<file path="config.mk">
export PLATFORM = sky130hd
export DESIGN_NAME = bash_msg_packer
export DESIGN_NICKNAME = d
export VERILOG_FILES = /design/src/rtl/bash_msg_packer.sv
export SDC_FILE = /design/constraint.sdc
export NUM_CORES = 2
export LEC_CHECK = 0
export BUFFER_PORTS_ARGS = -buffer_cell sky130_fd_sc_hd__buf_2
export CORE_MARGIN = 2
export CORE_UTILIZATION = 30
export DETAILED_ROUTE_END_ITERATION = 7
export PLACE_DENSITY = 0.46
export SLEW_MARGIN = 0
export SYNTH_ARGS = -nofsm -noshare
export SYNTH_HDL_FRONTEND = slang
export SYNTH_SLANG_ARGS = --single-unit
</file>
<file path="constraint.sdc">
create_clock -name s_axi_aclk -period 5.4 [get_ports s_axi_aclk]
set_clock_uncertainty 0.1 [all_clocks]
set_input_delay 0.27 -clock s_axi_aclk [delete_from_list [all_inputs] [get_ports s_axi_aclk]]
set_output_delay 0.27 -clock s_axi_aclk [all_outputs]
set_load 0.005 [all_outputs]
</file>
<file path="src/rtl/bash_msg_packer.sv">
// Packs a 32-bit AXI4-Stream message into 1024-bit BASH rate blocks and pads the final block.
// Latency: block_valid_o rises the cycle after the beat that completes a block.
// Backpressure: tready drops while a block is held or a pad-only block is built; the block is held until block_ready_i.
module bash_msg_packer #(
  parameter int unsigned XLEN     = 32,
  parameter int unsigned SLEN     = 64,
  parameter int unsigned NLANES   = 16,
  parameter logic [7:0]  PAD_BYTE = 8'h40
) (
  input  logic                     s_axi_aclk,
  input  logic                     s_axi_aresetn,
  input  logic [XLEN-1:0]          s_axis_tdata,
  input  logic [XLEN/8-1:0]        s_axis_tkeep,
  input  logic                     s_axis_tlast,
  input  logic                     s_axis_tvalid,
  output logic                     s_axis_tready,
  output logic [NLANES*SLEN-1:0]   block_o,
  output logic                     block_valid_o,
  output logic                     block_last_o,
  input  logic                     block_ready_i,
  output logic [31:0]              msg_bytes_o,
  output logic                     err_o
);

  localparam int unsigned BLKW   = NLANES * SLEN;
  localparam int unsigned NWORDS = BLKW / XLEN;
  localparam int unsigned NBYTES = XLEN / 8;
  localparam int unsigned IDXW   = $clog2(NWORDS);
  localparam int unsigned CNTW   = $clog2(NBYTES + 1);

  typedef enum logic [1:0] {FILL, HOLD, PADBLK} state_e;

  state_e            state_q, state_d;
  logic [IDXW-1:0]   idx_q, idx_d;
  logic [BLKW-1:0]   buf_q, buf_d;
  logic              last_q, last_d;
  logic              pad_pend_q, pad_pend_d;
  logic [31:0]       bytes_q, bytes_d;
  logic              new_msg_q, new_msg_d;
  logic              err_q, err_d;

  logic              beat;
  logic [CNTW-1:0]   keep_cnt;
  logic              keep_legal;
  logic [NBYTES-1:0] keep_mask;
  logic [XLEN-1:0]   last_word;
  logic [CNTW-1:0]   beat_bytes;

  // tready is forced low while reset is asserted, then follows the FILL state
  assign s_axis_tready = (state_q == FILL) && s_axi_aresetn;
  assign beat          = s_axis_tvalid && s_axis_tready;
  assign block_o       = buf_q;
  assign block_valid_o = (state_q == HOLD);
  assign block_last_o  = last_q;
  assign msg_bytes_o   = bytes_q;
  assign err_o         = err_q;

  // Byte count of the tlast beat, legality of its keep pattern, and the padded word it produces
  always_comb begin
    keep_cnt   = '0;
    keep_legal = 1'b0;
    keep_mask  = '0;
    last_word  = '0;
    for (int b = 0; b < int'(NBYTES); b++) begin
      keep_cnt = keep_cnt + CNTW'(s_axis_tkeep[b]);
    end
    // Legal patterns are the contiguous masks 0, 1, 11, 111, ...
    for (int n = 0; n <= int'(NBYTES); n++) begin
      if (s_axis_tkeep == keep_mask) begin
        keep_legal = 1'b1;
      end
      keep_mask = {keep_mask[NBYTES-2:0], 1'b1};
    end
    // Illegal patterns are still processed by popcount: low bytes kept, pad byte right after
    for (int b = 0; b < int'(NBYTES); b++) begin
      if (b < int'(keep_cnt)) begin
        last_word[8*b +: 8] = s_axis_tdata[8*b +: 8];
      end else if (b == int'(keep_cnt)) begin
        last_word[8*b +: 8] = PAD_BYTE;
      end
    end
    beat_bytes = s_axis_tlast ? keep_cnt : CNTW'(NBYTES);
  end

  // Next-state logic: fill words, pad on tlast, hold block until the consumer takes it
  always_comb begin
    state_d    = state_q;
    idx_d      = idx_q;
    buf_d      = buf_q;
    last_d     = last_q;
    pad_pend_d = pad_pend_q;
    bytes_d    = bytes_q;
    new_msg_d  = new_msg_q;
    err_d      = err_q;
    case (state_q)
      FILL: begin
        if (beat) begin
          idx_d     = idx_q + 1'b1;
          new_msg_d = s_axis_tlast;
          bytes_d   = (new_msg_q ? 32'd0 : bytes_q) + 32'(beat_bytes);
          if (s_axis_tlast) begin
            buf_d[XLEN*int'(idx_q) +: XLEN] = last_word;
            err_d   = err_q | ~keep_legal;
            state_d = HOLD;
            if (int'(keep_cnt) < int'(NBYTES)) begin
              last_d = 1'b1;
            end else if (int'(idx_q) != int'(NWORDS) - 1) begin
              // Full last word: the pad byte opens the next word of this block
              buf_d[XLEN*(int'(idx_q) + 1) +: XLEN] = XLEN'(PAD_BYTE);
              last_d = 1'b1;
            end else begin
              // Message ends exactly on a block boundary: a pad-only block follows
              last_d     = 1'b0;
              pad_pend_d = 1'b1;
            end
          end else begin
            buf_d[XLEN*int'(idx_q) +: XLEN] = s_axis_tdata;
            if (int'(idx_q) == int'(NWORDS) - 1) begin
              last_d  = 1'b0;
              state_d = HOLD;
            end
          end
        end
      end
      HOLD: begin
        if (block_ready_i) begin
          buf_d   = '0;
          idx_d   = '0;
          last_d  = 1'b0;
          state_d = pad_pend_q ? PADBLK : FILL;
        end
      end
      PADBLK: begin
        buf_d[XLEN-1:0] = XLEN'(PAD_BYTE);
        pad_pend_d      = 1'b0;
        last_d          = 1'b1;
        state_d         = HOLD;
      end
      default: begin
        state_d = FILL;
      end
    endcase
  end

  // State registers; reset discards any partial block
  always_ff @(posedge s_axi_aclk or negedge s_axi_aresetn) begin
    if (!s_axi_aresetn) begin
      state_q    <= FILL;
      idx_q      <= '0;
      buf_q      <= '0;
      last_q     <= 1'b0;
      pad_pend_q <= 1'b0;
      bytes_q    <= '0;
      new_msg_q  <= 1'b1;
      err_q      <= 1'b0;
    end else begin
      state_q    <= state_d;
      idx_q      <= idx_d;
      buf_q      <= buf_d;
      last_q     <= last_d;
      pad_pend_q <= pad_pend_d;
      bytes_q    <= bytes_d;
      new_msg_q  <= new_msg_d;
      err_q      <= err_d;
    end
  end

endmodule

</file>
== Yosys cells after proc, flatten, opt, wreduce, memory -nomap -nowiden ==
Index checks and enable logic that the tools add are counted.

* Add/sub/neg operators: 8
* Multiply operators: 0
* Div/mod/pow operators: 0
* Magnitude comparators: 5
* Equality and inequality tests: 17
* Shifts and indexed selects: 5
* Mux-type cells: 46
* Bitwise gates (word level): 2
* Reductions and logical operators: 15

{| class="wikitable"
|+ Operators with widths
! operator !! number
|-
| $mux 1024 || 5
|-
| $bwmux 1024 || 3
|-
| $shift 32x34->1024 const A || 2
|-
| $shiftx 32x34->1024 || 2
|-
| $pmux 992 s2 || 1
|-
| $shiftx 32x34->1024 const A || 1
|-
| $pmux 32 s3 || 1
|-
| $neg 10->34 || 1
|-
| $neg 11->34 || 1
|-
| $add 32x3->32 || 1
|-
| $mux 32 || 1
|-
| $mux 8 || 4
|-
| $mux 7 || 4
|-
| $mux 1 || 15
|-
| $reduce_and 3->1 || 4
|-
| $mux 2 || 5
|-
| $mux 5 || 2
|-
| $pmux 5 s2 || 1
|-
| $ne 2x2->1 const B || 4
|-
| $add 5x1->6 const B || 1
|-
| $eq 3x3->1 const A || 2
|-
| $lt 1x3->1 const A || 2
|-
| $lt 2x3->1 const A || 2
|-
| $pmux 2 s3 || 1
|-
| 30 further kinds || 32
|}

* Register bits: 1067
* Bits in latches: 0
* Memory bits (writable): 0
* ROM bits: 0
* Output and inout port bits: 1060
* Logic and storage cells: 107
* Memories kept: 0

== Longest topological paths before layout ==
* Word-level depth: 14
* Depth in mapped cells: 16
* Gate-level depth less buffers: 14

== Worst setup path after synthesis ==
Ideal clock, no wire load.

* Path kind: input-to-reg
* Start: input port s_axis_tlast
* End: register bytes_q[26] (netlist: msg_bytes_o[26])
* Library setup time: 0.133 ns
* Arrival time: 3.929 ns
* Required time: 5.167 ns
* Path slack: 1.238 ns
* Stages: 16
* Cells stage by stage: clkbuf_1 -> clkbuf_1 -> clkbuf_1 -> clkbuf_1 -> buf_1 -> and2_1 -> ha_1 -> inv_1 -> fa_1 -> nor2b_1 -> o21ai_0 -> nor4_1 -> nand2_1 -> nor2_1 -> xnor2_1 -> o21ai_0

* Cells in the longest elaborated chain, start to end: 2

{| class="wikitable"
|+ Ends and longest elaborated chain
! item !! line !! text
|-
| from (decl) || 14 || <nowiki>input logic s_axis_tlast,</nowiki>
|-
| $mux 3 || 82 || <nowiki>beat_bytes = s_axis_tlast ? keep_cnt : CNTW'(NBYTES);</nowiki>
|-
| $add 32x3->32 || 100 || <nowiki>bytes_d = (new_msg_q ? 32'd0 : bytes_q) + 32'(beat_bytes);</nowiki>
|-
| to (signal assigned) || 162 || <nowiki>bytes_q <= bytes_d;</nowiki>
|-
| to (decl) || 38 || <nowiki>logic [31:0] bytes_q, bytes_d;</nowiki>
|}

Every way passes these cells.
A chain may end at the register's enable or synchronous reset.

== Worst setup path in the final report ==
* Start: register idx_q[0]
* End: register buf_q[348] (netlist: block_o[348])

* Cells in the longest elaborated chain, start to end: 9

{| class="wikitable"
|+ Ends and longest elaborated chain
! item !! line !! text
|-
| from (decl) || 34 || <nowiki>logic [IDXW-1:0] idx_q, idx_d;</nowiki>
|-
| from (signal assigned) || 158 || <nowiki>idx_q <= idx_d;</nowiki>
|-
| $add 5x1->6 / $neg 10->34 (equally long branches) || 109, 102, 117 ||
|-
| $neg 11->34 (tied with other cells) || 109 || <nowiki>buf_d[XLEN*(int'(idx_q) + 1) +: XLEN] = XLEN'(PAD_BYTE);</nowiki>
|-
| $shiftx 32x34->1024 (tied with other cells) || 109 ||
|-
| $bwmux 1024 || 109 ||
|-
| $mux 1024 || 107 || <nowiki>end else if (int'(idx_q) != int'(NWORDS) - 1) begin</nowiki>
|-
| $mux 1024 || 105 || <nowiki>if (int'(keep_cnt) < int'(NBYTES)) begin</nowiki>
|-
| $mux 1024 * || 101 || <nowiki>if (s_axis_tlast) begin</nowiki>
|-
| $mux 1024 * || 97 || <nowiki>if (beat) begin</nowiki>
|-
| $pmux 992 s2 * || 95 || <nowiki>case (state_q)</nowiki>
|-
| to (signal assigned) || 159 || <nowiki>buf_q <= buf_d;</nowiki>
|-
| to (decl) || 35 || <nowiki>logic [BLKW-1:0] buf_q, buf_d;</nowiki>
|}

Mark *: on every way between the ends. The rest lies on a longest branch, timed or not. The select of a mux whose other input is x is not followed.

==> metrics <==
Clk pin slew, worst setup/hold paths=60 ps; final worst setup slack=416 ps; Worst slew margin=-1.67%; CTS H-Tree Depth=4; Initial Utilization=30.3%; Worst-Skew Late Latency=850 ps; # port buffers=1100; async set-or-reset flop fraction in the synthesized netlist=100%; CP Launch Point=idx_q[0]$_DFFE_PN0P_; Final Critical Period=4980 ps; number of global-route vias before repair=66.5k; die height=453 um; CTS max path bufs=3; Final ANT Viol Nets=0; FMAX=201 MHz; sequential area share after synthesis=44.1%; reg-to-reg startpoint=idx_q[0]$_DFFE_PN0P_; TritonCTS sink count=1067; Mapped Nets=7351; status=finished, violations left; critical path class=register to register; setup TNS=0 ps; DPL Wire Length=303 mm; EDFF count, synth=0; VDD IR max=445 uV; # nets final=8323; gr usage total=40.0%; r2r worst-path depth=12; Hold Path Class=primary input to async pin; Place WS=636 ps; flops & latches, synth=1067; Syn-to-layout area delta=24.3%; total wire length=429 mm; synthesized area per cell=8.32 um2; root buffer cell=clkbuf_16; # IOs=1101; hold_buf cts=37; initial drt markers=10.8k; critical-path maximum fanout=30; wire length of the first global-routing pass=579 mm; setup slack, reg-to-reg=420 ps; CP required=6070 ps; startpoint types=register; Max Slew Vio Count=20; DIE AREA=0.206 mm2; crit share post-route=92.3%; share of layout cells above drive strength 1=22.6%; violated checks=max-capacitance violations, max-slew violations; RR Endpoint=block_o[348]$_DFFE_PN0P_; Core Region=0.200 mm2; Die Wd=453 um; ys flop type=dfrtp_1; GRT overflow=0; initial antenna violation count=35; Slew @ Worst Pin=1520 ps; critical path arrival=5650 ps; TritonCTS clock tree=done; warning count from the yosys run=0; Synth Instances=7287; CTS buffer count=139; Vias=72.7k; setup bufs post-CTS=0; Vias/cell=6.58; RSZ-0062 raised after global routing=no; largest net degree at the start of global routing=215; area of the mapped netlist=0.0606 mm2; first drt pass iteration count=6; row cnt=164; DRC Markers=0; Setup-failing EPs final=0; post-cts sizing count=0; Yosys cell types=98; Static Leak=32.9 nW; max-cap viol count=2; DR WL/cell=38.9 um; CP Capture Type=register; Cell Pwr Density=414 mW/mm2; final hold violations=0; GPL Wtd Cong=1.01
## per-layer routing
metal,vias up,GRT usage [%],wire length (um)
met5,-,0.280,282
met4,25,31.4,39600
met3,1192,12.6,50000
met2,5427,55.6,175000
met1,36800,51.1,164000
li1,29300,-,-
## synthesized netlist by cell type (all sizes together) (18+ instances only)
library cell / instances / area, um2
nor2: 497 / 1890
nand3: 94 / 470
a32oi: 141 / 1230
nor3: 382 / 1950
o21ai: 1026 / 5150
buf: 123 / 641
nand2: 1180 / 4430
o221ai: 293 / 2570
o31ai: 39 / 303
ha: 21 / 263
a21o: 29 / 218
a21oi: 722 / 3630
o211ai: 46 / 345
nor4: 25 / 196
dfrtp: 1066 / 26700
a32o: 297 / 2970
a22o: 104 / 911
inv: 37 / 139
clkbuf: 610 / 2290
and2: 45 / 282
a221o: 22 / 220
nor2b: 18 / 113
xor2: 20 / 175
a31oi: 71 / 465
a22oi: 117 / 878
o22ai: 26 / 163
## critical path, cell delays in order, from the launching register on
cell and delay, ps:
dfrtp_1 350, buf_4 290, inv_1 200, ha_1 260
and2_1 140, ha_1 610, o311a_1 290, a31o_1 580
nand3_1 180, buf_4 310, nor3_1 1170, a22oi_1 150
o21ai_0 250
## final cells by class
| cell class | count | area, um2 |
|---|---|---|
| multi-input combinational | 5450 | 31200 |
| clock inverter | 31 | 382 |
| antenna | 25 | 62.6 |
| tap | 2656 | 3320 |
| clock buffer | 215 | 4220 |
| sequential | 1067 | 26700 |
| timing repair buffer | 1564 | 9310 |
| inverter | 37 | 139 |
| fill | 21100 | 125000 |
## sequential cells by signal, indices dropped and copies added (netlist names)
name	flops
idx_q	5
block_o	1024
state_q	2
err_o	1
msg_bytes_o	32
pad_pend_q	1
block_last_o	1
new_msg_q	1
## how the worst max path moves through the flow
stage	end	slack [ps]
2_1_floorplan	msg_bytes_o[26]$_DFFE_PN0P_	1240
5_1_grt	block_o[345]$_DFFE_PN0P_	310
4_1_cts	block_o[411]$_DFFE_PN0P_	640
6_report	block_o[348]$_DFFE_PN0P_	420
3_3_place_gp	block_o[591]$_DFFE_PN0P_	370
3_5_place_dp	block_o[351]$_DFFE_PN0P_	640
## metrics by stage
step	area, um2	power, mW	std cells	utilization (%)	hold slack (ps)
floorplan	60600	13.7	7287	-	-126
CTS	75300	30.5	11000	37.6	13.6
global route	75300	31.5	11000	37.6	67.8
global placement	70300	20.8	10700	35.1	212
detailed placement	70300	20.8	10700	35.1	206
finish	75300	31.2	11000	37.6	40.5
## placed cells by master, fill, tap and decap left out, types with 90 or more instances in the layout
master and count:
buf_4 412, o221ai_1 293, buf_2 1098, a32o_1 297, o21ai_0 935, a22o_1 104, nand3_1 90, clkbuf_16 143
a32oi_1 141, dfrtp_1 1066, nor2_1 468, a21oi_1 718, nand2_1 1167, nor3_1 374, a22oi_1 117
## report_power, final
part           internal (mW)  total, mW  switching, mW  leakage, nW
Clock                   5.58       9.75           4.16         2.27
Sequential              8.17       8.32          0.156         14.9
Combinational           2.16       13.1           11.0         15.8
Total                   15.9       31.2           15.3         32.9
## cells by family after synthesis
family / share of synthesized area (%)
xor gates and xnor gates: 0.475
AOI/OAI and AO/OA: 33.1
muxes: 0.326
buffers and inverters: 5.07
and+or+nand+nor: 16.5
adders and majority gates: 0.500
DFF: 44.1
No activity file was read; power rests on OpenSTA's default activity.
